<file path="src/rtl/hazard_stall_ctrl.sv">
// Pipeline hazard/stall controller: a 3-entry shadow scoreboard (EX/MEM/WB) drives
// load-use or no-forwarding stalls, registered forward selects, and HALT drain sequencing.
module hazard_stall_ctrl #(
    parameter int FORWARDING = 1,
    parameter int REG_W      = 5
) (
    input  logic             i_clk,
    input  logic             i_rst_n,
    input  logic             i_id_valid,
    input  logic [REG_W-1:0] i_id_rs,
    input  logic [REG_W-1:0] i_id_rt,
    input  logic             i_id_use_rs,
    input  logic             i_id_use_rt,
    input  logic             i_id_reg_write,
    input  logic             i_id_is_load,
    input  logic             i_id_halt,
    input  logic [REG_W-1:0] i_id_rd,
    input  logic             i_ex_branch_taken,
    output logic             o_stall,
    output logic             o_flush,
    output logic             o_fetch_en,
    output logic [1:0]       o_fwd_a,
    output logic [1:0]       o_fwd_b,
    output logic [31:0]      o_stall_count,
    output logic [31:0]      o_hazard_count,
    output logic             o_halt_done
);

    typedef struct packed {
        logic             valid;
        logic [REG_W-1:0] rd;
        logic             is_load;
        logic             halt;
    } sb_entry_t;

    typedef enum logic [1:0] {
        ST_RUN,
        ST_DRAIN,
        ST_HALTED
    } state_t;

    localparam logic [1:0] FWD_RF  = 2'b00;
    localparam logic [1:0] FWD_MEM = 2'b01;
    localparam logic [1:0] FWD_WB  = 2'b10;

    state_t    r_state;
    state_t    w_state_nxt;
    sb_entry_t r_ex;
    sb_entry_t r_mem;
    sb_entry_t r_wb;
    sb_entry_t w_ex_nxt;
    logic [1:0]  r_fwd_a;
    logic [1:0]  r_fwd_b;
    logic [1:0]  w_fwd_a_nxt;
    logic [1:0]  w_fwd_b_nxt;
    logic [31:0] r_stall_count;
    logic [31:0] r_hazard_count;
    logic        r_stall_prev;
    logic        w_stall;
    logic        w_admit;
    logic        w_fetch_en;
    logic        w_hazard;
    logic        w_rs_ex;
    logic        w_rt_ex;
    logic        w_rs_mem;
    logic        w_rt_mem;
    logic        w_unused_sb;

    assign w_rs_ex  = i_id_use_rs && r_ex.valid  && (i_id_rs == r_ex.rd);
    assign w_rt_ex  = i_id_use_rt && r_ex.valid  && (i_id_rt == r_ex.rd);
    assign w_rs_mem = i_id_use_rs && r_mem.valid && (i_id_rs == r_mem.rd);
    assign w_rt_mem = i_id_use_rt && r_mem.valid && (i_id_rt == r_mem.rd);

    // WB producers write the regfile before ID reads it, so they never stall.
    assign w_hazard = (FORWARDING != 0) ? ((w_rs_ex || w_rt_ex) && r_ex.is_load)
                                        : (w_rs_ex || w_rt_ex || w_rs_mem || w_rt_mem);

    // Only the WB halt tag is consumed; the rest of the entry is kept for visibility.
    assign w_unused_sb = ^{r_wb.valid, r_wb.rd, r_wb.is_load, r_ex.is_load};

    always_comb begin
        w_state_nxt = r_state;
        w_stall     = 1'b0;
        w_admit     = 1'b0;
        w_fetch_en  = 1'b0;
        case (r_state)
            ST_RUN: begin
                w_stall    = i_id_valid && w_hazard && !i_ex_branch_taken;
                w_admit    = i_id_valid && !w_stall && !i_ex_branch_taken;
                w_fetch_en = !w_stall;
                if (w_admit && i_id_halt) begin
                    w_state_nxt = ST_DRAIN;
                end
            end
            ST_DRAIN: begin
                if (r_wb.halt) begin
                    w_state_nxt = ST_HALTED;
                end
            end
            ST_HALTED: begin
                w_state_nxt = ST_HALTED;
            end
            default: begin
                w_state_nxt = ST_RUN;
            end
        endcase
    end

    // Selects are evaluated one stage early: an EX producer will sit in MEM next cycle.
    always_comb begin
        w_ex_nxt.valid   = w_admit && i_id_reg_write && (i_id_rd != '0);
        w_ex_nxt.rd      = i_id_rd;
        w_ex_nxt.is_load = w_admit && i_id_is_load;
        w_ex_nxt.halt    = w_admit && i_id_halt;
        w_fwd_a_nxt      = FWD_RF;
        w_fwd_b_nxt      = FWD_RF;
        if ((FORWARDING != 0) && w_admit) begin
            if (w_rs_ex) begin
                w_fwd_a_nxt = FWD_MEM;
            end else if (w_rs_mem) begin
                w_fwd_a_nxt = FWD_WB;
            end
            if (w_rt_ex) begin
                w_fwd_b_nxt = FWD_MEM;
            end else if (w_rt_mem) begin
                w_fwd_b_nxt = FWD_WB;
            end
        end
    end

    always_ff @(posedge i_clk) begin
        if (!i_rst_n) begin
            r_state        <= ST_RUN;
            r_ex           <= '0;
            r_mem          <= '0;
            r_wb           <= '0;
            r_fwd_a        <= FWD_RF;
            r_fwd_b        <= FWD_RF;
            r_stall_count  <= '0;
            r_hazard_count <= '0;
            r_stall_prev   <= 1'b0;
        end else begin
            r_state      <= w_state_nxt;
            r_ex         <= w_ex_nxt;
            r_mem        <= r_ex;
            r_wb         <= r_mem;
            r_fwd_a      <= w_fwd_a_nxt;
            r_fwd_b      <= w_fwd_b_nxt;
            r_stall_prev <= w_stall;
            if (r_state != ST_HALTED) begin
                if (w_stall && (r_stall_count != '1)) begin
                    r_stall_count <= r_stall_count + 32'd1;
                end
                if (w_stall && !r_stall_prev && (r_hazard_count != '1)) begin
                    r_hazard_count <= r_hazard_count + 32'd1;
                end
            end
        end
    end

    assign o_stall        = w_stall;
    assign o_flush        = i_ex_branch_taken;
    assign o_fetch_en     = w_fetch_en;
    assign o_fwd_a        = r_fwd_a;
    assign o_fwd_b        = r_fwd_b;
    assign o_stall_count  = r_stall_count;
    assign o_hazard_count = r_hazard_count;
    assign o_halt_done    = (r_state == ST_HALTED);

endmodule
</file>
<file path="config.mk">
export PLATFORM = sky130hd
export DESIGN_NAME = hazard_stall_ctrl
export DESIGN_NICKNAME = d
export VERILOG_FILES = /design/src/rtl/hazard_stall_ctrl.sv
export SDC_FILE = /design/constraint.sdc
export NUM_CORES = 1
export LEC_CHECK = 0
export CORE_ASPECT_RATIO = 0.75
export CORE_MARGIN = 2
export CORE_UTILIZATION = 40
export DETAILED_ROUTE_END_ITERATION = 12
export PLACE_DENSITY = 0.77
export SLEW_MARGIN = 20
export SYNTH_ARGS = -nofsm -noshare
export SYNTH_HDL_FRONTEND = slang
export SYNTH_SLANG_ARGS = --single-unit
</file>
<file path="constraint.sdc">
create_clock -name i_clk -period 2 [get_ports i_clk]
set_input_delay 0.4 -clock i_clk [delete_from_list [all_inputs] [get_ports i_clk]]
set_output_delay 0.4 -clock i_clk [all_outputs]
set_load 0.05 [all_outputs]
</file>
# Word-level counts from Yosys, hierarchy flattened
# Index checks and enable logic that the tools add are counted.
# op_classes
n_mux	10
bitwise	2
add_sub_neg	2
reduce_logical	33
eq_ne	11
# op_table
op	n
$add 32x1->32 const B	2
$ne 32x32->1 const B	2
$logic_and 1x1->1	21
$eq 5x5->1	4
$mux 2	4
$reduce_and 2->1	4
$ne 2x2->1 const B	3
$pmux 2 s3	1
$reduce_or 3->1	2
$mux 1	5
$reduce_bool 5->1	1
$logic_not 1->1	3
$eq 2x1->1 const B	1
$eq 2x2->1 const B	1
$logic_not 2->1	1
$not 1->1	2
$logic_or 1x1->1	1
# word_totals
in_bits	24
register_bits	87
output_inout_bits	72
word_cells	74

# Logic depth before layout (Yosys ltp)
# Gate-level depths: netlist of run 1.
# logic_depth
ltp_word	12
ltp_mapped	9
ltp_nobuf	8

# Least setup slack after synthesis of run 1
# No wires, ideal clock.
# synth_path
path_type	input to output
from	input port i_id_rs[4]
to	output port o_fetch_en
t_required_ps	1600
path_buffers	2
t_arrival_ps	2231
cell_stages	6
slack_ps	-631
path_cell_list	xor2_1 > nor4_4 > a22o_4 > buf_2 > buf_2 > a31oi_1
# synth_between
elab_chain_len	8
# synth_rtl
item	line	rtl
from (decl)	10	input logic [REG_W-1:0] i_id_rs,
$eq 5x5->1	69	assign w_rs_ex = i_id_use_rs && r_ex.valid && (i_id_rs == r_ex.rd);
$logic_and 1x1->1	69	
$logic_or 1x1->1	n/a	
$logic_and 1x1->1	75	assign w_hazard = (FORWARDING != 0) ? ((w_rs_ex || w_rt_ex) && r_ex.is_load)
$logic_and 1x1->1 (2 in a row)	88	w_stall = i_id_valid && w_hazard && !i_ex_branch_taken;
$logic_not 1->1	90	w_fetch_en = !w_stall;
$mux 1	86	case (r_state)
to (decl)	21	output logic o_fetch_en,
# Every way passes these cells.

# Worst setup path after layout of run 1
# layout_path
from	register r_ex[6] in the netlist's numbering
to	output port o_fetch_en
# layout_between
elab_chain_len	8
# layout_rtl
item	line	rtl
from (decl)	48	sb_entry_t r_ex;
from (signal assigned)	144	r_ex <= w_ex_nxt;
$eq 5x5->1, on equally long branches	69, 70	
$logic_and 1x1->1, on equally long branches	69, 70	
$logic_or 1x1->1 *	n/a	
$logic_and 1x1->1 *	75	
$logic_and 1x1->1 * (2 in a row)	88	
$logic_not 1->1 *	90	
$mux 1 *	86	
# Every way passes the cells marked *; elsewhere a longest branch is shown, timed or not.

==> impl_metrics.tcl, run 1 <==
set metrics [dict create \
    status "finished, violations left" \
    failed_checks "negative setup slack" \
    vias_per_cell 5.504 \
    slew_violations 0 \
    netlist.area_leader.share_pct 39.65 \
    startpoint "r_ex[6]$_SDFF_PN0_" \
    fp.dieH_um 94.76 \
    nets 733 \
    htreeDepth 3 \
    place_area_mm2 0.006329 \
    cts_tree "done" \
    drt_iter0_drc 272 \
    ys_ff_latch 87 \
    period_needed_ns 2.249 \
    path_class "flop to output port" \
    p_leak_nw 2.920 \
    worst-path-stages 7 \
    syn2layout_area_growth_pct 62.01 \
    fmax_ghz 0.4446 \
    dr.pass1.iters 5 \
    initial_core_util_pct 40.61 \
    track_usage_pct 22.83 \
    grt-ovfl-total 0 \
    fp.dieW_um 125.0 \
    yosys-top-cells-count "87 x dfxtp_1, 48 x nand2_1, 38 x nor2_1, 36 x nand4_1, 32 x xor2_1" \
    final.setup_skew_ns 0.008273 \
    ir_drop_mv 0.4116 \
    crit_chain "xor2_2 -> nor4_4 -> buf_4 -> a22o_4 -> buf_6 -> a31oi_4 -> buf_12" \
    netlist_area_mm2 0.004393 \
    synth_warnings 0 \
    power.total_mw 4.034 \
    grt_pass1_wl_um 21890 \
    setup_violations 50 \
    synth-edff-count 0 \
    drcViolationCount 0 \
    worst-path-buf-inv 3 \
    clkLatencyLatePin_ns 0.34 \
    dp_slack_ns -0.6145 \
    cp-start-kind "flop" \
    routedWlPerCell_um 16.18 \
    rr_startpoint "r_ex[4]$_SDFF_PN0_" \
    io_pins 96 \
    dp_hpwl_um 9700 \
    critPathSlowestCell "dfxtp_2" \
    hp-start "r_ex[0]$_SDFF_PN0_" \
    ys_top_cells_by_area "dfxtp_1 40%, xor2_1 6.4%, nand4_1 5.1%" \
    synthArstFlopShare_pct 0 \
    clk_pin_slew_ns 0.06 \
    avgSynthCellArea_um2 8.648 \
    hold_viol 0 \
    grt_max_degree 37 \
    drive_gt1_share_pct 37.43 \
    regArea_mm2 0.001856 \
    syn-num-nets 538 \
    coreArea_mm2 0.01082 \
    wirelength_um 13720 \
    seq_area_frac_synth_pct 39.65 \
    synth.most_common_cell "dfxtp_1" \
    r2r_cells 8 \
    final_cell_area_mm2 0.007117 \
    diodes 0 \
    ys_types 50 \
    setup_slack_ns -0.2490 \
    core.rowCount 33 \
    netlist_instances 508 \
    globalplace.congestion 0.8856 \
    rsz0062_at_grt "true" \
    cp.required_ns 1.60 \
    nFillCells 854 \
    max_stage_delay_ns 0.39 \
    vias 4667 \
    hold_path.class "flop to flop" \
    fin_util_pct 65.79 \
    crit_fanout 3 \
    first_global_vias 4519 \
    postCtsHoldBufs 0 \
    worst_pin_slew_ns 0.5143 \
    power_density_mw_per_mm2 566.9 \
    multi_input_area_mm2 0.002964 \
    holdPathStages 1 \
    critical-path-top-delay-family "buffers and inverters" \
    cts_root_buf "clkbuf_16" \
    fp.dieArea_mm2 0.01185 \
    synth_top_area_cell "dfxtp_1" \
    end_kind "output port" \
    timing.final.crit_share_pct 112.5 \
    port_buffers 95 \
    relSlewSlack_pct 65.60 \
    cp.arrival_ns 1.85 \
    cts_sinks 87 \
    maxCapViolations 0 \
    antenna_found_initial 0 \
    antenna_left 0 \
    ys.flop_type "dfxtp_1" \
    cts_buffers 9 \
    clock_path_buffers 2 \
]
cell usage in the layout (no fill, tap or decap), drive strengths merged, types with 2 or more instances in the layout:
master         Yosys  layout
o41ai              5       5
and3              14      14
clkinv             0       4
o2111ai            2       2
inv               13      13
o21bai             2       2
clkbuf            14      11
o21ai             14      14
dfxtp             87      87
a21oi             20      20
or3                9       9
dlymetal6s2s       0       6
clkdlybuf4s50      0      49
and4              10      10
or4                6       6
xnor2              9       9
clkdlybuf4s15      0       3
nand2b            16      16
dlygate4sd2        0      20
nand4b             4       4
and2              21      21
o21a               6       6
xor2              32      32
o211ai             2       2
nor4              13      13
nand4             36      36
mux2i             12      12
nand3             23      24
a21boi             2       2
nand2             48      48
nor2              38      38
nor3              11      11
nor2b              3       3
buf                8     127
o311ai             4       4
o31ai              6       6
ha                 6       6
registers in the layout, summed over array words and instances (netlist names):
name and flops:
r_mem 7, o_fwd_b 2, r_wb 1, r_state 2, r_stall_prev 1, o_fwd_a 2, o_hazard_count 32, r_ex 8
o_stall_count 32
power breakdown:
part	internal, mW	switching [mW]
registers	1.74	0.0297
clock network	0.913	0.695
logic	0.310	0.344
total	2.97	1.07
layout make-up:
cell class | instances | share of cell area, %
Tap cell | 140 | 2.461
Multi-Input combinational cell | 387 | 41.65
Inverter | 13 | 0.6857
Clock buffer | 11 | 3.569
Timing Repair Buffer | 205 | 25.12
Clock inverter | 5 | 0.4395
Sequential cell | 87 | 26.07
worst paths after layout:
check	end	slack, ns
max	o_fetch_en	-0.25
min	r_mem[0]$_SDFF_PN0_	0.44
max reg2reg	o_hazard_count[31]$_SDFFE_PN0P_	-0.24
min reg2reg	r_mem[0]$_SDFF_PN0_	0.44
routing by layer:
| layer | wire [µm] | track usage [%] | up-vias |
|---|---|---|---|
| met5 | 0 | 0 | - |
| met4 | 216 | 6.759 | 0 |
| met3 | 739 | 4.816 | 22 |
| met2 | 6933 | 39.86 | 155 |
| met1 | 5831 | 28.79 | 2257 |
| li1 | - | - | 2233 |
cell families (layout without fill, tap and decap cells):
logic type               after synthesis  count (layout)  synth area share, %
multiplexers                          12              12                2.734
AND/OR/NAND/NOR                      256             257                33.55
adder cells (fa/ha/maj)                6               6                1.709
flip-flops                            87              87                39.65
AO/OA/AOI/OAI                         71              71                10.91
buffers and inverters                 35             234                3.275
XOR/XNOR                              41              41                8.174
repair_timing:
| action | CTS | global route |
|---|---|---|
| pin swaps | 19 | 6 |
| buffers inserted | 11 | 1 |
| setup endpoints to repair | 69 | 73 |
| cloned | 2 | 0 |
| resized for setup | 62 | 42 |
worst reg2reg max path, stage by stage, from the launching register on:
cell and delay, ns:
dfxtp_4 0.38, xor2_4 0.16, nor4_4 0.30, buf_4 0.17, a22o_4 0.14, buf_6 0.15, nand3_2 0.09, or4_1 0.52
o211a_1 0.22
metrics by stage:
step | hold WS [ns] | setup TNS, ns | std cells
floorplan | 0.4119 | -0.1385 | 508
global placement | 0.4146 | -26.26 | 818
detailed placement | 0.4207 | -31.88 | 818
CTS | 0.4348 | -5.023 | 847
global route | 0.4710 | -10.75 | 848
finish | 0.4385 | -4.996 | 848
No activity file was read; power rests on OpenSTA's default activity.
==> run 2: changes to the inputs <==
- PLACE_DENSITY: 0.77 -> 0.65
- clock period: 2 -> 2.4 ns (I/O delays scaled with it)
==> run 2 against run 1 <==
  * The flow now finishes without violations
  * Sequential cell count unchanged
  * Clock skew about the same
  * Non-clock buffer count down 46
  * Cell count down 5.5%
  * Register-to-register slack better by 0.41 ns
  * First-iteration DRC count up 17%
  * Hold slack about the same
  * Critical path type is now primary input to output port
  * Worst setup slack better by 0.31 ns
  * Total power down 17%
  * Via count down 7.9%
  * Clock power down 12%
  * Largest cell class unchanged
==> impl_metrics.tcl, run 2 (synthesized netlist as in run 1, its figures left out) <==
set metrics [dict create \
    wl_met2_um 5376 \
    syn2layout_area_growth_pct 44.32 \
    nets 686 \
    p_int_mw 2.476 \
    grt-ovfl-total 0 \
    track_usage_pct 20.44 \
    diodes 0 \
    regArea_mm2 0.001749 \
    cp.arrival_ns 1.86 \
    ir_drop_mv 0.3554 \
    fp.dieArea_mm2 0.01185 \
    clock_path_buffers 2 \
    clock_power_share_pct 42.4 \
    p_comb_share_pct 13.1 \
    period_needed_ns 2.339 \
    fp.dieW_um 125.0 \
    wirelength_um 12060 \
    p_leak_nw 2.352 \
    postCtsHoldBufs 0 \
    clkLatencyLatePin_ns 0.34 \
    p_sw_uw 879.3 \
    slew_violations 0 \
    antenna_found_initial 0 \
    grt_max_degree 42 \
    timing.final.crit_share_pct 97.46 \
    cts_buffers 9 \
    crit_fanout 3 \
    clk_pin_slew_ns 0.06 \
    grt_pass1_wl_um 19660 \
    cts_tree "done" \
    drt_iter0_drc 319 \
    drt-met1-wl_um 5899 \
    setup_slack_ns 0.06092 \
    multi_input_area_mm2 0.002613 \
    dp_hpwl_um 8832 \
    path_class "primary input to output port" \
    port_buffers 95 \
    power_frac_seq_pct 44.5 \
    wl_met3_um 648 \
    swShare_pct 26.20 \
    cp-start-kind "primary input" \
    drcViolationCount 0 \
    cts_root_buf "clkbuf_16" \
    end_kind "output port" \
    r2r_slack_ns 0.17 \
    first_global_vias 3994 \
    globalplace.congestion 0.8556 \
    relSlewSlack_pct 64.65 \
    fmax_ghz 0.4275 \
    io_pins 96 \
    nFillCells 956 \
    final_cell_area_mm2 0.006340 \
    vias_per_cell 5.367 \
    vias 4299 \
    power_density_mw_per_mm2 529.3 \
    dr.pass1.iters 5 \
    final.setup_skew_ns 0.008206 \
    initial_core_util_pct 40.61 \
    rsz0062_at_grt "true" \
    hold_path.class "flop to flop" \
    htreeDepth 3 \
    top_layer "met4" \
    hold_viol 0 \
    routedWlPerCell_um 15.06 \
    place_area_mm2 0.005917 \
    antenna_left 0 \
    cp.required_ns 1.92 \
    dp_slack_ns -0.3003 \
    core.rowCount 33 \
    drive_gt1_share_pct 17.10 \
    fp.dieH_um 94.76 \
    final_common_cell "dfxtp_1" \
    layout_common_cells "83 x dfxtp_1, 80 x clkdlybuf4s50_1, 62 x buf_4" \
    setup_violations 0 \
    coreArea_mm2 0.01082 \
    status "finished clean" \
    worst_pin_slew_ns 0.5286 \
    maxCapViolations 0 \
    cts_sinks 87 \
]
[run 2: cell count changes in the layout (fill, tap and decap cells not counted), sizes merged]
cell / delta
inv: +2
dlygate4sd2: -11
dlymetal6s2s: -6
bufinv: +1
buf: -58
clkinv: -3
clkinvlp: +1
clkdlybuf4s15: -3
nand3: -1
clkdlybuf4s50: +31
[run 2: what timing repair did]
| action | CTS | global route |
|---|---|---|
| gates resized for setup | 22 | 9 |
| endpoints found under the setup margin | 2 | 9 |
| pin swaps | 4 | 4 |
| setup buffers | 4 | 1 |
[run 2: critical path, cell delays in order]
cell,delay [ns]
dlygate4sd2_1,0.27
xor2_2,0.17
nor4_4,0.35
a22oi_1,0.20
nor2_1,0.20
buf_6,0.19
[run 2: cell type report]
class	instances	area share, %
flip-flops and latches	87	27.59
multi-input cells	386	41.21
repair buffers	159	22.99
clock inverters	6	1.066
well taps	140	2.763
clock buffers	10	3.612
inverters	13	0.7697
[run 2: stage by stage]
step	util [%]	setup TNS, ns	power, mW	std cells	hold WS, ns
3_3_place_gp	54.70	-7.030	1.929	780	0.4235
6_report	58.61	0	3.356	801	0.4382
5_1_grt	58.61	-0.03286	3.473	801	0.4533
4_1_cts	58.32	0	3.372	800	0.4433
3_5_place_dp	54.70	-10.61	1.942	780	0.4273
2_1_floorplan	-	0	1.756	508	0.4119
[run 2: metal layers]
layer | vias up | GRT usage, %
met1 | 2026 | 27.61
li1 | 2137 | -
met3 | 10 | 4.703
met4 | 0 | 5.648
met5 | - | 0
met2 | 126 | 33.11
[run 2: final timing paths]
| kind | startpoint | to | cells past startpoint |
|---|---|---|---|
| setup / recovery | i_id_rt[3] | o_stall | 6 |
| hold / removal | r_ex[0]$_SDFF_PN0_ | r_mem[0]$_SDFF_PN0_ | 1 |
| setup reg to reg | r_ex[5]$_SDFF_PN0_ | o_hazard_count[23]$_SDFFE_PN0P_ | 8 |
| hold reg to reg | r_ex[0]$_SDFF_PN0_ | r_mem[0]$_SDFF_PN0_ | 1 |
[run 2: power by group through the flow]
stage / clock network (mW) / logic (mW) / registers, mW
floorplan: 0 / 0.240 / 1.52
global placement: 0 / 0.408 / 1.52
detailed placement: 0 / 0.421 / 1.52
finish: 1.42 / 0.440 / 1.49
global route: 1.50 / 0.473 / 1.50
CTS: 1.45 / 0.431 / 1.49
